==> src/rtl/prim_dom_mul_ctrl_pkg.sv <==
// Shared types for the DOM AND sequencing front-end.
// The sequencer walks through IDLE -> RND -> MUL0 -> MUL1 -> OUT, and the
// encoding is fixed so that state values stay stable across builds.
package prim_dom_mul_ctrl_pkg;

  typedef enum logic [2:0] {
    IDLE = 3'd0,
    RND  = 3'd1,
    MUL0 = 3'd2,
    MUL1 = 3'd3,
    OUT  = 3'd4
  } state_e;

endpackage

==> src/rtl/prim_dom_and_2share.sv <==
// First-order (2-share) Domain-Oriented Masking AND gadget.
// The inner-domain terms a0&b0 and a1&b1 are combinational. The cross-domain
// terms are blinded with c0/c1 and then registered. With c0 == c1 the two
// output shares recombine to (a0^a1) & (b0^b1). EnNegedge moves the
// cross-term register to the falling clock edge.
module prim_dom_and_2share #(
  parameter int DW        = 32,
  parameter bit EnNegedge = 1'b0
) (
  input  logic          clk_i,
  input  logic          rst_ni,
  input  logic [DW-1:0] a0_i,
  input  logic [DW-1:0] a1_i,
  input  logic [DW-1:0] b0_i,
  input  logic [DW-1:0] b1_i,
  input  logic [DW-1:0] c0_i,
  input  logic [DW-1:0] c1_i,
  output logic [DW-1:0] q0_o,
  output logic [DW-1:0] q1_o
);

  logic [DW-1:0] cross0_d, cross1_d;
  logic [DW-1:0] cross0_q, cross1_q;

  assign cross0_d = (a0_i & b1_i) ^ c0_i;
  assign cross1_d = (a1_i & b0_i) ^ c1_i;

  generate
    if (EnNegedge) begin : g_neg
      // Register the blinded cross terms on the falling edge
      always_ff @(negedge clk_i or negedge rst_ni) begin
        if (!rst_ni) begin
          cross0_q <= '0;
          cross1_q <= '0;
        end else begin
          cross0_q <= cross0_d;
          cross1_q <= cross1_d;
        end
      end
    end else begin : g_pos
      // Register the blinded cross terms on the rising edge
      always_ff @(posedge clk_i or negedge rst_ni) begin
        if (!rst_ni) begin
          cross0_q <= '0;
          cross1_q <= '0;
        end else begin
          cross0_q <= cross0_d;
          cross1_q <= cross1_d;
        end
      end
    end
  endgenerate

  assign q0_o = (a0_i & b0_i) ^ cross0_q;
  assign q1_o = (a1_i & b1_i) ^ cross1_q;

endmodule

==> src/rtl/prim_dom_mul_ctrl.sv <==
// Sequencing front-end for a 2-share DOM AND gadget.
// Operand shares are accepted over valid/ready and one fresh mask word is
// fetched over req/ack. The gadget is then driven from stable registers for
// two cycles, and the output shares are returned over valid/ready.
// Optional build macro PRIM_DOM_MUL_CTRL_CLR_EN: clears the operand and mask
// registers on result handoff, and clears the result registers one cycle later.
module prim_dom_mul_ctrl
  import prim_dom_mul_ctrl_pkg::*;
#(
  parameter int DW        = 32,
  parameter bit EnNegedge = 1'b0
) (
  input  logic          clk_i,
  input  logic          rst_ni,
  input  logic          in_valid_i,
  output logic          in_ready_o,
  input  logic [DW-1:0] a0_i,
  input  logic [DW-1:0] a1_i,
  input  logic [DW-1:0] b0_i,
  input  logic [DW-1:0] b1_i,
  output logic          rnd_req_o,
  input  logic          rnd_ack_i,
  input  logic [DW-1:0] rnd_i,
  output logic          out_valid_o,
  input  logic          out_ready_i,
  output logic [DW-1:0] q0_o,
  output logic [DW-1:0] q1_o,
  output logic          busy_o
);

  state_e state_q, state_d;

  logic [DW-1:0] a0_q, a1_q, b0_q, b1_q, z_q;
  logic [DW-1:0] q0_q, q1_q;
  logic [DW-1:0] g_q0, g_q1;
  logic          accept, rnd_take, handoff;

  assign accept   = (state_q == IDLE) && in_valid_i;
  assign rnd_take = (state_q == RND) && rnd_ack_i;
  assign handoff  = (state_q == OUT) && out_ready_i;

  // Hold the current sequencer state; reset returns to IDLE immediately
  always_ff @(posedge clk_i or negedge rst_ni) begin
    if (!rst_ni) state_q <= IDLE;
    else         state_q <= state_d;
  end

  // Advance through the fixed operation sequence
  always_comb begin
    state_d = state_q;
    case (state_q)
      IDLE:    if (in_valid_i)  state_d = RND;
      RND:     if (rnd_ack_i)   state_d = MUL0;
      MUL0:                     state_d = MUL1;
      MUL1:                     state_d = OUT;
      OUT:     if (out_ready_i) state_d = IDLE;
      default:                  state_d = IDLE;
    endcase
  end

  // Handshake outputs come from the registered state only
  always_comb begin
    in_ready_o  = 1'b0;
    rnd_req_o   = 1'b0;
    out_valid_o = 1'b0;
    busy_o      = 1'b1;
    case (state_q)
      IDLE: begin
        in_ready_o = 1'b1;
        busy_o     = 1'b0;
      end
      RND:     rnd_req_o   = 1'b1;
      OUT:     out_valid_o = 1'b1;
      default: ;
    endcase
  end

  // Capture operand shares on accept so the gadget sees stable inputs
  always_ff @(posedge clk_i or negedge rst_ni) begin
    if (!rst_ni) begin
      a0_q <= '0;
      a1_q <= '0;
      b0_q <= '0;
      b1_q <= '0;
    end else if (accept) begin
      a0_q <= a0_i;
      a1_q <= a1_i;
      b0_q <= b0_i;
      b1_q <= b1_i;
`ifdef PRIM_DOM_MUL_CTRL_CLR_EN
    end else if (handoff) begin
      a0_q <= '0;
      a1_q <= '0;
      b0_q <= '0;
      b1_q <= '0;
`endif
    end
  end

  // Capture the fresh mask word on the randomness handshake
  always_ff @(posedge clk_i or negedge rst_ni) begin
    if (!rst_ni) begin
      z_q <= '0;
    end else if (rnd_take) begin
      z_q <= rnd_i;
`ifdef PRIM_DOM_MUL_CTRL_CLR_EN
    end else if (handoff) begin
      z_q <= '0;
`endif
    end
  end

  // Both share domains must be blinded with the same z for correct recombination
  prim_dom_and_2share #(
    .DW       (DW),
    .EnNegedge(EnNegedge)
  ) u_and (
    .clk_i (clk_i),
    .rst_ni(rst_ni),
    .a0_i  (a0_q),
    .a1_i  (a1_q),
    .b0_i  (b0_q),
    .b1_i  (b1_q),
    .c0_i  (z_q),
    .c1_i  (z_q),
    .q0_o  (g_q0),
    .q1_o  (g_q1)
  );

`ifdef PRIM_DOM_MUL_CTRL_CLR_EN
  logic clr_q;

  // Delay the handoff pulse so the result shares clear one cycle later
  always_ff @(posedge clk_i or negedge rst_ni) begin
    if (!rst_ni) clr_q <= 1'b0;
    else         clr_q <= handoff;
  end

  // Latch gadget outputs at the end of MUL1, then scrub them after handoff
  always_ff @(posedge clk_i or negedge rst_ni) begin
    if (!rst_ni) begin
      q0_q <= '0;
      q1_q <= '0;
    end else if (state_q == MUL1) begin
      q0_q <= g_q0;
      q1_q <= g_q1;
    end else if (clr_q) begin
      q0_q <= '0;
      q1_q <= '0;
    end
  end
`else
  // Latch gadget outputs at the end of MUL1 and hold them until the next result
  always_ff @(posedge clk_i or negedge rst_ni) begin
    if (!rst_ni) begin
      q0_q <= '0;
      q1_q <= '0;
    end else if (state_q == MUL1) begin
      q0_q <= g_q0;
      q1_q <= g_q1;
    end
  end
`endif

  assign q0_o = q0_q;
  assign q1_o = q1_q;

endmodule
==> config.mk <==
export PLATFORM = sky130hd
export DESIGN_NAME = prim_dom_mul_ctrl
export DESIGN_NICKNAME = d
export VERILOG_FILES = /design/src/rtl/prim_dom_mul_ctrl_pkg.sv /design/src/rtl/prim_dom_and_2share.sv /design/src/rtl/prim_dom_mul_ctrl.sv
export SDC_FILE = /design/constraint.sdc
export NUM_CORES = 1
export LEC_CHECK = 0
export BUFFER_PORTS_ARGS = -buffer_cell sky130_fd_sc_hd__buf_2
export CORE_MARGIN = 2
export CORE_UTILIZATION = 50
export DETAILED_ROUTE_END_ITERATION = 8
export PLACE_DENSITY = 0.86
export SLEW_MARGIN = 20
export SYNTH_ARGS = -nofsm -noshare
export SYNTH_HDL_FRONTEND = slang
export SYNTH_SLANG_ARGS = --single-unit
==> constraint.sdc <==
create_clock -name clk_i -period 1.6 [get_ports clk_i]
set_input_delay 0.08 -clock clk_i [delete_from_list [all_inputs] [get_ports clk_i]]
set_output_delay 0.08 -clock clk_i [all_outputs]
set_load 0.005 [all_outputs]
Word-level counts from Yosys, hierarchy flattened

Cells that the tools add are included.

Bits of input ports: 165
Word-level logic and storage cells: 37
Output and inout bits: 68
Bits in registers: 291

Bitwise logic cells: 8
Equality and inequality tests: 7
Reductions and logical operators: 4
Mux-type cells: 8

Operator list:

| operator           | number |
|---|---|
| $and 32x32->32     | 4 |
| $xor 32x32->32     | 4 |
| $pmux 3 s5         | 1 |
| $mux 3             | 3 |
| $eq 3x2->1 const B | 2 |
| $ne 2x2->1 const B | 3 |
| $mux 1             | 4 |
| $eq 3x1->1 const B | 1 |
| $eq 3x3->1 const B | 1 |
| $logic_not 3->1    | 1 |
| $reduce_and 3->1   | 1 |
| $logic_and 1x1->1  | 2 |

Longest topological paths before layout

Gate-level depths: netlist of the first run.

Depth after elaboration: 3
Depth in mapped cells: 6
Gate-level depth less buffers: 4

By module

From an unflattened synthesis of the first run, not the netlist that was laid out.

Cell total of the unflattened synthesis: 813
Area total of the unflattened synthesis: 12341.8 µm²

Modules (own cells, without submodules):

| module              | area each (µm²) | seq. area each (µm²) | times used | cells each |
|---|---|---|---|---|
| prim_dom_mul_ctrl   | 9138.8          | 5680.4               | 1          | 493 |
| prim_dom_and_2share | 3203.1          | 1601.5               | 1          | 320 |

Worst setup path before layout of the first run

Ideal clock, no wire load.

Kind: register to register
From: register state_q[1]
To: register a0_q[0]
Period minus slack after synthesis: 1.752 ns
Data required time: 1.473 ns
Cell stages (with the launch flop): 7
Setup slack: -0.152 ns
Arrival time: 1.625 ns
Buffers on the path: 2
Library setup time: 0.127 ns
Cells stage by stage: dfrtp_1 > or3_4 > inv_2 > and2_4 > buf_8 > buf_8 > mux2_1

Cells in the longest elaborated chain, start to end: 2

Ends and longest elaborated chain:

| element                  | line                    | RTL |
|---|---|---|
| start: declaration       | prim_dom_mul_ctrl.sv:31 | `state_e state_q, state_d;` |
| start signal: assignment | prim_dom_mul_ctrl.sv:45 | `else state_q <= state_d;` |
| $logic_not 3->1          | prim_dom_mul_ctrl.sv:38 | `assign accept = (state_q == IDLE) && in_valid_i;` |
| $logic_and 1x1->1        | prim_dom_mul_ctrl.sv:38 |  |
| end signal: assignment   | prim_dom_mul_ctrl.sv:86 | `a0_q <= a0_i;` |
| end: declaration         | prim_dom_mul_ctrl.sv:33 | `logic [DW-1:0] a0_q, a1_q, b0_q, b1_q, z_q;` |

No other way between the ends.
A chain may end at the register's enable or synchronous reset.

Worst setup path after layout of the first run

From: register state_q[1]
To: register b0_q[16]

Cells in the longest elaborated chain, start to end: 2

Ends and longest elaborated chain:

| element                | line                    | RTL |
|---|---|---|
| $logic_not 3->1        | prim_dom_mul_ctrl.sv:38 |  |
| $logic_and 1x1->1      | prim_dom_mul_ctrl.sv:38 |  |
| end signal: assignment | prim_dom_mul_ctrl.sv:88 | `b0_q <= b0_i;` |
| end: declaration       | prim_dom_mul_ctrl.sv:33 |  |

No other way between the ends.

==> results of run 1 <==
-- worst max-delay path: cells and delay by family (launching register included) --
kind | cells | cell delay, ns
simple gates | 2 | 0.60
mux | 1 | 0.34
buf+inv | 3 | 0.39
flops | 1 | 0.38
-- metal layers --
layer | GRT usage [%] | share of wire (%)
met1 | 30.8 | 38
met4 | 11.3 | 3.8
met2 | 49.3 | 52
met3 | 4.82 | 5.3
met5 | 0 | 0
-- flip-flops by register name, summed over array words and instances, names as in the netlist --
name	cells
state_q	3
b1_q	32
u_and.cross1_q	32
u_and.cross0_q	32
a0_q	32
q1_o	32
b0_q	32
z_q	32
a1_q	32
q0_o	32
-- worst min path at each step --
stage,from,end,slack (ns),cells past startpoint
after CTS,rst_ni,q1_o[22]$_DFFE_PN0N_,0.04,2
after detailed placement,rst_ni,q1_o[22]$_DFFE_PN0N_,0.03,1
after global placement,rst_ni,u_and.cross1_q[22]$_DFF_PN0_,0.03,1
final,rst_ni,q1_o[22]$_DFFE_PN0N_,0.03,2
after global routing,rst_ni,q1_o[22]$_DFFE_PN0N_,0.05,2
after floorplan,rst_ni,a0_q[0]$_DFFE_PN0P_,-0.22,0
-- where the power goes --
part	total (uW)	internal, uW	switching (uW)
sequential	14200	11200	3050
clock	7630	4610	3010
combinational	13900	8110	5760
total	35700	23900	11800
-- timing repair --
item / CTS / global route
cloned: 7 / 12
hold buffers: 164 / 0
endpoints found under the hold margin: 454 / 0
setup endpoints to repair: 161 / 174
pin swaps: 5 / 4
gates resized for setup: 83 / 82
buffers inserted: 9 / 5
-- logic make-up after synthesis --
group                  after synthesis
AO/OA/AOI/OAI                       68
buffers and inverters               34
flip-flops                         291
XOR/XNOR                           128
multiplexers                       160
AND/OR/NAND/NOR                    202
-- stage by stage --
step                util [%]  area (um2)
global placement        58.4       13300
detailed placement      58.4       13300
CTS                     73.1       16600
floorplan                  -       11700
global route            75.6       17200
finish                  75.7       17200
-- cell type report --
cell class                 count  area [um2]
clock inverter                12         173
clock buffer                  45         918
sequential                   291        7280
fill                        1300        5530
tap                          285         357
inverter                       2        7.51
timing repair buffer         452        3830
multi-input combinational    558        4610
antenna                        3        7.51
-- Yosys cell counts (2+ instances only) --
master	instances	area [um2]
buf_2	2	10.0
nand2_1	193	724
buf_6	3	33.8
mux2_1	111	1250
xnor2_1	64	561
a21oi_1	2	10.0
dfrtp_1	291	7280
clkbuf_1	10	37.5
mux2_2	49	552
buf_8	11	165
buf_4	3	22.5
xor2_1	64	561
nand3b_1	2	15.0
o21ai_0	65	325
buf_1	2	7.51
==> results.cfg, run 1 <==
[detailed_routing]
ant_nets = 0
firstDrtPassIters = 5
routedWlPerCell_um = 21.8
first_iter_violations = 393
vias = 8741
wl_um = 36000
routed_via_density = 5.30
drcViolationCount = 0

[timing]
setup_viol = 162
fmax_mhz = 543
rsz0062_at_grt = true
min_period_ns = 1.84
timing.final.ws_setup_ns = -0.242
fin_skew_ns = 0.00870
whs_ns = 0.0324
slew_violations = 0
worst-slew-pin-transition_ns = 0.428
hold_viol = 0
slew_headroom_pct = 71.4
finalCritPeriodShare_pct = 115
timing.setup.tns_ns = -30.10

[setup_path]
cp-startpoint = state_q[1]$_DFFE_PN0P_
critPathMaxFanout = 5
crit_path_start_kind = flop
cp.required_ns = 2.03
critPathKind = flop to flop
worstSetupEndpoint = b0_q[16]$_DFFE_PN0P_
r2r_setup_slack_ns = -0.24
cp.arrival_ns = 2.27
crit_path_max_incr_delay_ns = 0.39
worstPathCellList = or3_4 > inv_2 > and2_4 > buf_12 > buf_4 > mux2_1
end_kind = flop
r2r_cells = 6
cp_slowest_cell = or3_4
r2r-end = b0_q[16]$_DFFE_PN0P_
rr_startpoint = state_q[1]$_DFFE_PN0P_

[synth]
synth_cells = 883
syn_area_um2 = 11600
syn_nets = 1048
synthXorXnorAreaFrac_pct = 9.64
postSynthAreaPerCell_um2 = 13.2
synth_top_family_by_area = multiplexers
synth-simple-area-share_pct = 6.81
synth-async-reset-ratio_pct = 100
synthFlopType = dfrtp_1
synth_edf_count = 0
synth_adder_area_share_pct = 0
synth_compound_area_share_pct = 2.95
ys_seq_elements = 291
synth.yosys.warnings = 0
synth-seq-area-share_pct = 62.6
yosysUniqueCellTypes = 26
muxShareOfSynthArea_pct = 15.5

[clock_tree]
ctsHtreeMaxLevel = 1
tritoncts = yes
clkTransAtPathRegs_ns = 0.07
insertion_delay_ns = 0.55
clockBufferDepth = 3
numCtsBuffers = 31
cts-root-buf = clkbuf_16
cts_sinks = 291

[layout]
fin_nets = 1501
mostFrequentLayoutCells = dfrtp_1 (291), buf_2 (229), nand2_1 (193), dlygate4sd3_1 (164), mux2_4 (143)
finalNonFillerCells = 1648
areaGrowthSynthToFinish_pct = 47.7
mostFrequentLayoutCell = dfrtp_1
final_layout_size_suffix_gt1_share_pct = 36.3

[global_route]
grtUsageTotal_pct = 26.9
grt_pass1_wl_um = 50600
antenna_found_initial = 2
grt_remaining_overflow = 0
grt_max_degree = 85
grt_pass1_vias = 9630

[status]
status = finished, violations left
violations = negative setup slack

[placement]
place_congestion = 0.779
io_buffer_count = 232
dpl.hpwl_um = 17000
place_inst = 1393
pre_cts_ws_ns = -0.227

[pwr]
p_leak_uw = 0.00819
power_density_nw_per_um2 = 2080
ir_worst_vdd_v = 0.00125
power_uw = 35700

[job]
drv_cap = 0

[die]
die_area_um2 = 24500
die_y_um = 157
start_util_pct = 51.2
die_x_um = 157
core_um2 = 22700
num_rows = 55
ios = 233

[hold_path]
worst_hold_path_type = input pin to asynchronous set/reset pin
No activity file was read; power rests on OpenSTA's default activity.
==> run 2: changes to the inputs <==
ABC_AREA = 1   (was default)
CORE_MARGIN = 4   (was 2)
CORE_UTILIZATION = 60   (was 50)
PLACE_DENSITY = 0.95   (was 0.86)
clock period = 2.2 ns   (was 1.6 ns; I/O delays follow)
==> run 2 against run 1 <==
The run now ends clean. Sequential cell count did not move. Via count rose by 29%. Synthesized area rose by 4.4%. Combinational power fell by 45%. Critical endpoint is now busy_o. Highest routed layer unchanged.
==> results.cfg, run 2 <==
[status]
status = complete, no violations

[layout]
fin_nets = 1823
areaGrowthSynthToFinish_pct = 32.3
final_util_pct = 81.7
final_layout_size_suffix_gt1_share_pct = 18.0
mostFrequentLayoutCell = nand2_1
mostFrequentLayoutCells = nand2_1 (514), dfrtp_1 (291), buf_2 (230), nand3_1 (165), dlygate4sd3_1 (162)

[clock_tree]
cts-root-buf = clkbuf_16
tritoncts = yes
ctsHtreeMaxLevel = 1
clockBufferDepth = 3
post_cts_buffers = 0
numCtsBuffers = 29
clkTransAtPathRegs_ns = 0.07
cts_sinks = 291
insertion_delay_ns = 0.53

[global_route]
grt_pass1_wl_um = 61000
grt_pass1_vias = 11886
grtUsageTotal_pct = 34.8
grt_remaining_overflow = 0
grt_max_degree = 131
antenna_found_initial = 3

[synth]
synth_edf_count = 0
yosysMostFrequentCell = nand2_1
synth_common_cells = nand2_1 (517), dfrtp_1 (291), nand3_1 (165)
synth_adder_area_share_pct = 0
synth_compound_area_share_pct = 2.70
synthFlopType = dfrtp_1
synth.area.top_cells = dfrtp_1 (60%), nand2_1 (16%), xor2_1 (9.2%), nand3_1 (6.8%), o21ai_0 (2.2%)
synth-async-reset-ratio_pct = 100
synth-simple-area-share_pct = 23.2
synth-seq-area-share_pct = 60.0
postSynthAreaPerCell_um2 = 9.47
synth_top_family_by_area = simple AND/OR/NAND/NOR gates
muxShareOfSynthArea_pct = 0
synth.yosys.warnings = 0
ys_seq_elements = 291
synth_cells = 1282
yosys.area.top_type_share_pct = 60.0
synth_largest_area_cell = dfrtp_1
synthXorXnorAreaFrac_pct = 9.24
syn_area_um2 = 12100
yosysUniqueCellTypes = 17
syn_nets = 1447

[die]
core_um2 = 19700
die_y_um = 150
die_x_um = 150
num_rows = 51
ios = 233
start_util_pct = 61.8
die_area_um2 = 22600

[pwr]
ir_worst_vdd_v = 0.000925
swShare_pct = 39.0
pwr-share-comb_pct = 34.1
power_density_nw_per_um2 = 1400
power_frac_seq_pct = 43.4
clockPowerShare_pct = 22.5
p_leak_uw = 0.00823
power_switching_uw = 8760
power.internal_uw = 13700

[placement]
dpl.hpwl_um = 19200
place_congestion = 0.834
io_buffer_count = 232

[detailed_routing]
vias = 11263
routedWlPerCell_um = 20.2
first_iter_violations = 1101
drcViolationCount = 0
firstDrtPassIters = 6
routed_via_density = 5.77
ant_nets = 0
wl_um = 39300

[setup_path]
cp.arrival_ns = 1.93
r2r_setup_slack_ns = 0.35
critPathMaxFanout = 65
end_kind = primary output
cp.required_ns = 2.09
crit_path_start_kind = flop
critPathKind = flop to primary output

[timing]
fin_skew_ns = 0.00741
timing.setup.tns_ns = 0
slew_violations = 0
rsz0062_at_grt = false
finalCritPeriodShare_pct = 92.9
worst-slew-pin-transition_ns = 0.797
fmax_mhz = 489
min_period_ns = 2.04
setup_viol = 0
slew_headroom_pct = 46.9
hold_viol = 0

[hold_path]
worst_hold_path_type = input pin to asynchronous set/reset pin

[job]
drv_cap = 0
==> run 2: cell families (layout without fill, tap and decap cells) <==
kind of cell    count (synthesis)  count (layout)
simple gates                  691             691
flops                         291             291
xor+xnor                      128             128
buf+inv                       107             504
compound gates                 65              65
other cells                     0               7
==> run 2: metrics by stage <==
step | instance area, um2 | setup slack, ns | power [uW] | cells | hold slack [ns]
after global placement | 13400 | 0.610 | 15700 | 1729 | 0.0187
after global routing | 16000 | 0.0818 | 23700 | 1947 | 0.103
after detailed placement | 13400 | 0.514 | 16300 | 1729 | 0.0172
final | 16100 | 0.157 | 22400 | 1951 | 0.0677
after CTS | 16000 | 0.0244 | 21700 | 1943 | 0.0513
after floorplan | 12100 | 0.914 | 14100 | 1282 | -0.186
==> run 2: power groups by stage <==
| stage | sequential (uW) | combinational [uW] | clock (uW) |
|---|---|---|---|
| floorplan | 9200 | 4900 | 0 |
| global placement | 9430 | 6280 | 0 |
| detailed placement | 9570 | 6740 | 0 |
| CTS | 9560 | 7080 | 5030 |
| global route | 9950 | 8440 | 5290 |
| finish | 9750 | 7650 | 5040 |
==> run 2: repair_timing <==
| item | in CTS | in global routing |
|---|---|---|
| endpoints found under the hold margin | 452 | 0 |
| setup endpoints to repair | 0 | 2 |
| hold buffers | 162 | 0 |
| gates resized for setup | 0 | 2 |
==> run 2: layout make-up <==
type                       instances  area (um2)
clock inverter                     5        77.6
multi-input combinational        884        4280
tap                              265         332
antenna                            7        17.5
sequential                       291        7280
inverter                          41         154
timing repair buffer             411        3020
fill                            1042        3600
clock buffer                      47         893
==> run 2: final timing paths <==
kind	from	end	cells after the start
max	state_q[2]$_DFFE_PN0P_	busy_o	6
min	rst_ni	a1_q[27]$_DFFE_PN0P_	2
max reg2reg	state_q[2]$_DFFE_PN0P_	a1_q[30]$_DFFE_PN0P_	7
min reg2reg	z_q[17]$_DFFE_PN0P_	z_q[17]$_DFFE_PN0P_	2
max in group asynchronous	rst_ni	b0_q[9]$_DFFE_PN0P_	3
min in group clk_i	rnd_ack_i	z_q[1]$_DFFE_PN0P_	3
==> run 2: worst max-delay path, cell delays in order (launching register included) <==
cell and delay, ns:
dfrtp_1 0.43, nor2_2 0.16, inv_2 0.07, nor2_4 0.18
clkbuf_16 0.36, inv_1 0.06, buf_2 0.13
==> run 2: routing by layer <==
| metal | part of all wire, % | up-vias | wire length, um | global-route usage [%] |
|---|---|---|---|---|
| li1 | - | 4775 | - | - |
| met1 | 33 | 5401 | 13100 | 39.7 |
| met2 | 50 | 784 | 19600 | 59.0 |
| met3 | 8.5 | 303 | 3350 | 7.31 |
| met4 | 8.3 | 0 | 3280 | 23.5 |
| met5 | 0 | - | 0 | 0 |
==> run 3: changes to the inputs <==
CORE_MARGIN = 5   (was 4)
==> run 3 against run 2 <==
First-iteration DRC count shrank 17%. Die area grew 2.7%. Global-route usage is 1.3 points lower. Largest cell class unchanged. Highest routed layer unchanged.
==> results.cfg, run 3 (synthesized netlist as in run 2, its figures left out) <==
[status]
status = complete, no violations

[timing]
worst-slew-pin-transition_ns = 0.778
rsz0062_at_grt = false
slew_headroom_pct = 47.9
slew_violations = 0
hold_viol = 0
min_period_ns = 2.06
finalCritPeriodShare_pct = 93.7
fmax_mhz = 485
setup_viol = 0
fin_skew_ns = 0.00999
timing.setup.tns_ns = 0

[die]
die_y_um = 152
num_rows = 52
die_area_um2 = 23200
start_util_pct = 60.4
core_um2 = 20100
ios = 233
die_x_um = 152

[clock_tree]
clkTransAtPathRegs_ns = 0.06
clockBufferDepth = 3
insertion_delay_ns = 0.54
numCtsBuffers = 29
cts_sinks = 291
cts-root-buf = clkbuf_16
ctsHtreeMaxLevel = 1
cts_resized = 0
tritoncts = yes

[detailed_routing]
wl_um = 39300
first_iter_violations = 917
routedWlPerCell_um = 20.1
routed_via_density = 5.66
firstDrtPassIters = 8
vias = 11054
ant_nets = 0
drcViolationCount = 0

[pwr]
p_leak_uw = 0.00820
power_density_nw_per_um2 = 1370
ir_worst_vdd_v = 0.000795

[layout]
areaGrowthSynthToFinish_pct = 31.7
fin_nets = 1825
mostFrequentLayoutCell = nand2_1
finalNonFillerCells = 1952
mostFrequentLayoutCells = nand2_1 (514), dfrtp_1 (291), buf_2 (230), nand3_1 (165), dlygate4sd3_1 (162)
final_layout_size_suffix_gt1_share_pct = 17.9

[global_route]
grt_remaining_overflow = 0
grt_max_degree = 129
antenna_found_initial = 8
grt_pass1_vias = 11702
grtUsageTotal_pct = 33.5
grt_pass1_wl_um = 62200

[hold_path]
worst_hold_path_type = input pin to flop

[setup_path]
critPathKind = flop to primary output
end_kind = primary output
cp.required_ns = 2.09
critPathMaxFanout = 94
crit_path_start_kind = flop
cp.arrival_ns = 1.95

[placement]
io_buffer_count = 232
place_congestion = 0.816
dpl.hpwl_um = 19600
place_inst = 1737

[job]
drv_cap = 0
-- run 3: cell types whose count changed in the layout (fill, tap and decap cells not counted), sizes merged --
cell      delta
clkbuf       -9
buf          +3
clkinv       +3
bufinv       -1
clkinvlp     -1
diode        +1
-- run 3: per-stage QoR --
step	worst slack (ns)	area [um2]	total power (uW)	hold WS [ns]	utilization (%)
after CTS	0.131	16000	21300	0.0728	79.4
after floorplan	0.914	12100	14100	-0.186	-
after global placement	0.655	13500	15700	0.138	67.0
after detailed placement	0.531	13500	16300	0.145	67.0
after global routing	0.0141	16000	23200	0.107	79.5
final	0.138	16000	21900	0.101	79.5
-- run 3: metal layers --
metal  vias up  wire [um]  part of all wire (%)  global-route usage [%]
li1       4782          -                     -                       -
met1      5232      13100                    33                    37.8
met2       783      20000                    51                    58.0
met3       257       3010                   7.7                    5.91
met4         0       3210                   8.2                    23.1
met5         -          0                     0                       0
-- run 3: worst paths after layout --
| kind | start | to | slack [ns] | depth (start not counted) |
|---|---|---|---|---|
| worst max-delay path | state_q[2]$_DFFE_PN0P_ | busy_o | 0.14 | 6 |
| worst min-delay path | in_valid_i | b0_q[13]$_DFFE_PN0P_ | 0.10 | 3 |
| worst max register to register | state_q[1]$_DFFE_PN0P_ | z_q[27]$_DFFE_PN0P_ | 0.45 | 6 |
| worst min register to register | z_q[28]$_DFFE_PN0P_ | z_q[28]$_DFFE_PN0P_ | 0.48 | 2 |
| max in group asynchronous | rst_ni | q0_o[0]$_DFFE_PN0N_ | 1.31 | 3 |
| min in group asynchronous | rst_ni | b0_q[28]$_DFFE_PN0P_ | 0.16 | 2 |
-- run 3: power breakdown --
| part | total (uW) | internal [uW] | leakage, uW | switching (uW) |
|---|---|---|---|---|
| clock | 4710 | 2670 | 0.000433 | 2050 |
| sequential | 9760 | 7880 | 0.00364 | 1880 |
| combinational | 7440 | 2770 | 0.00412 | 4670 |
-- run 3: worst max-delay path, stage by stage (launching register included) --
cell and delay (ns):
dfrtp_1 0.42, nor2_2 0.16, inv_2 0.07, nor2_4 0.15, buf_12 0.37, inv_1 0.08
buf_2 0.14
-- run 3: area by class of cell --
| class | instances | area [um2] |
|---|---|---|
| Timing Repair Buffer | 413 | 3040 |
| Multi-Input combinational cell | 884 | 4280 |
| Inverter | 41 | 154 |
| Fill cell | 1113 | 4120 |
| Sequential cell | 291 | 7280 |
| Clock inverter | 6 | 55.1 |
| Tap cell | 270 | 338 |
| Clock buffer | 39 | 813 |
| Antenna cell | 8 | 20.0 |
-- run 3: timing repair --
| item | in CTS | in global routing |
|---|---|---|
| endpoints found under the hold margin | 232 | 0 |
| hold buffers | 162 | 0 |
| buffers inserted | 0 | 0 |
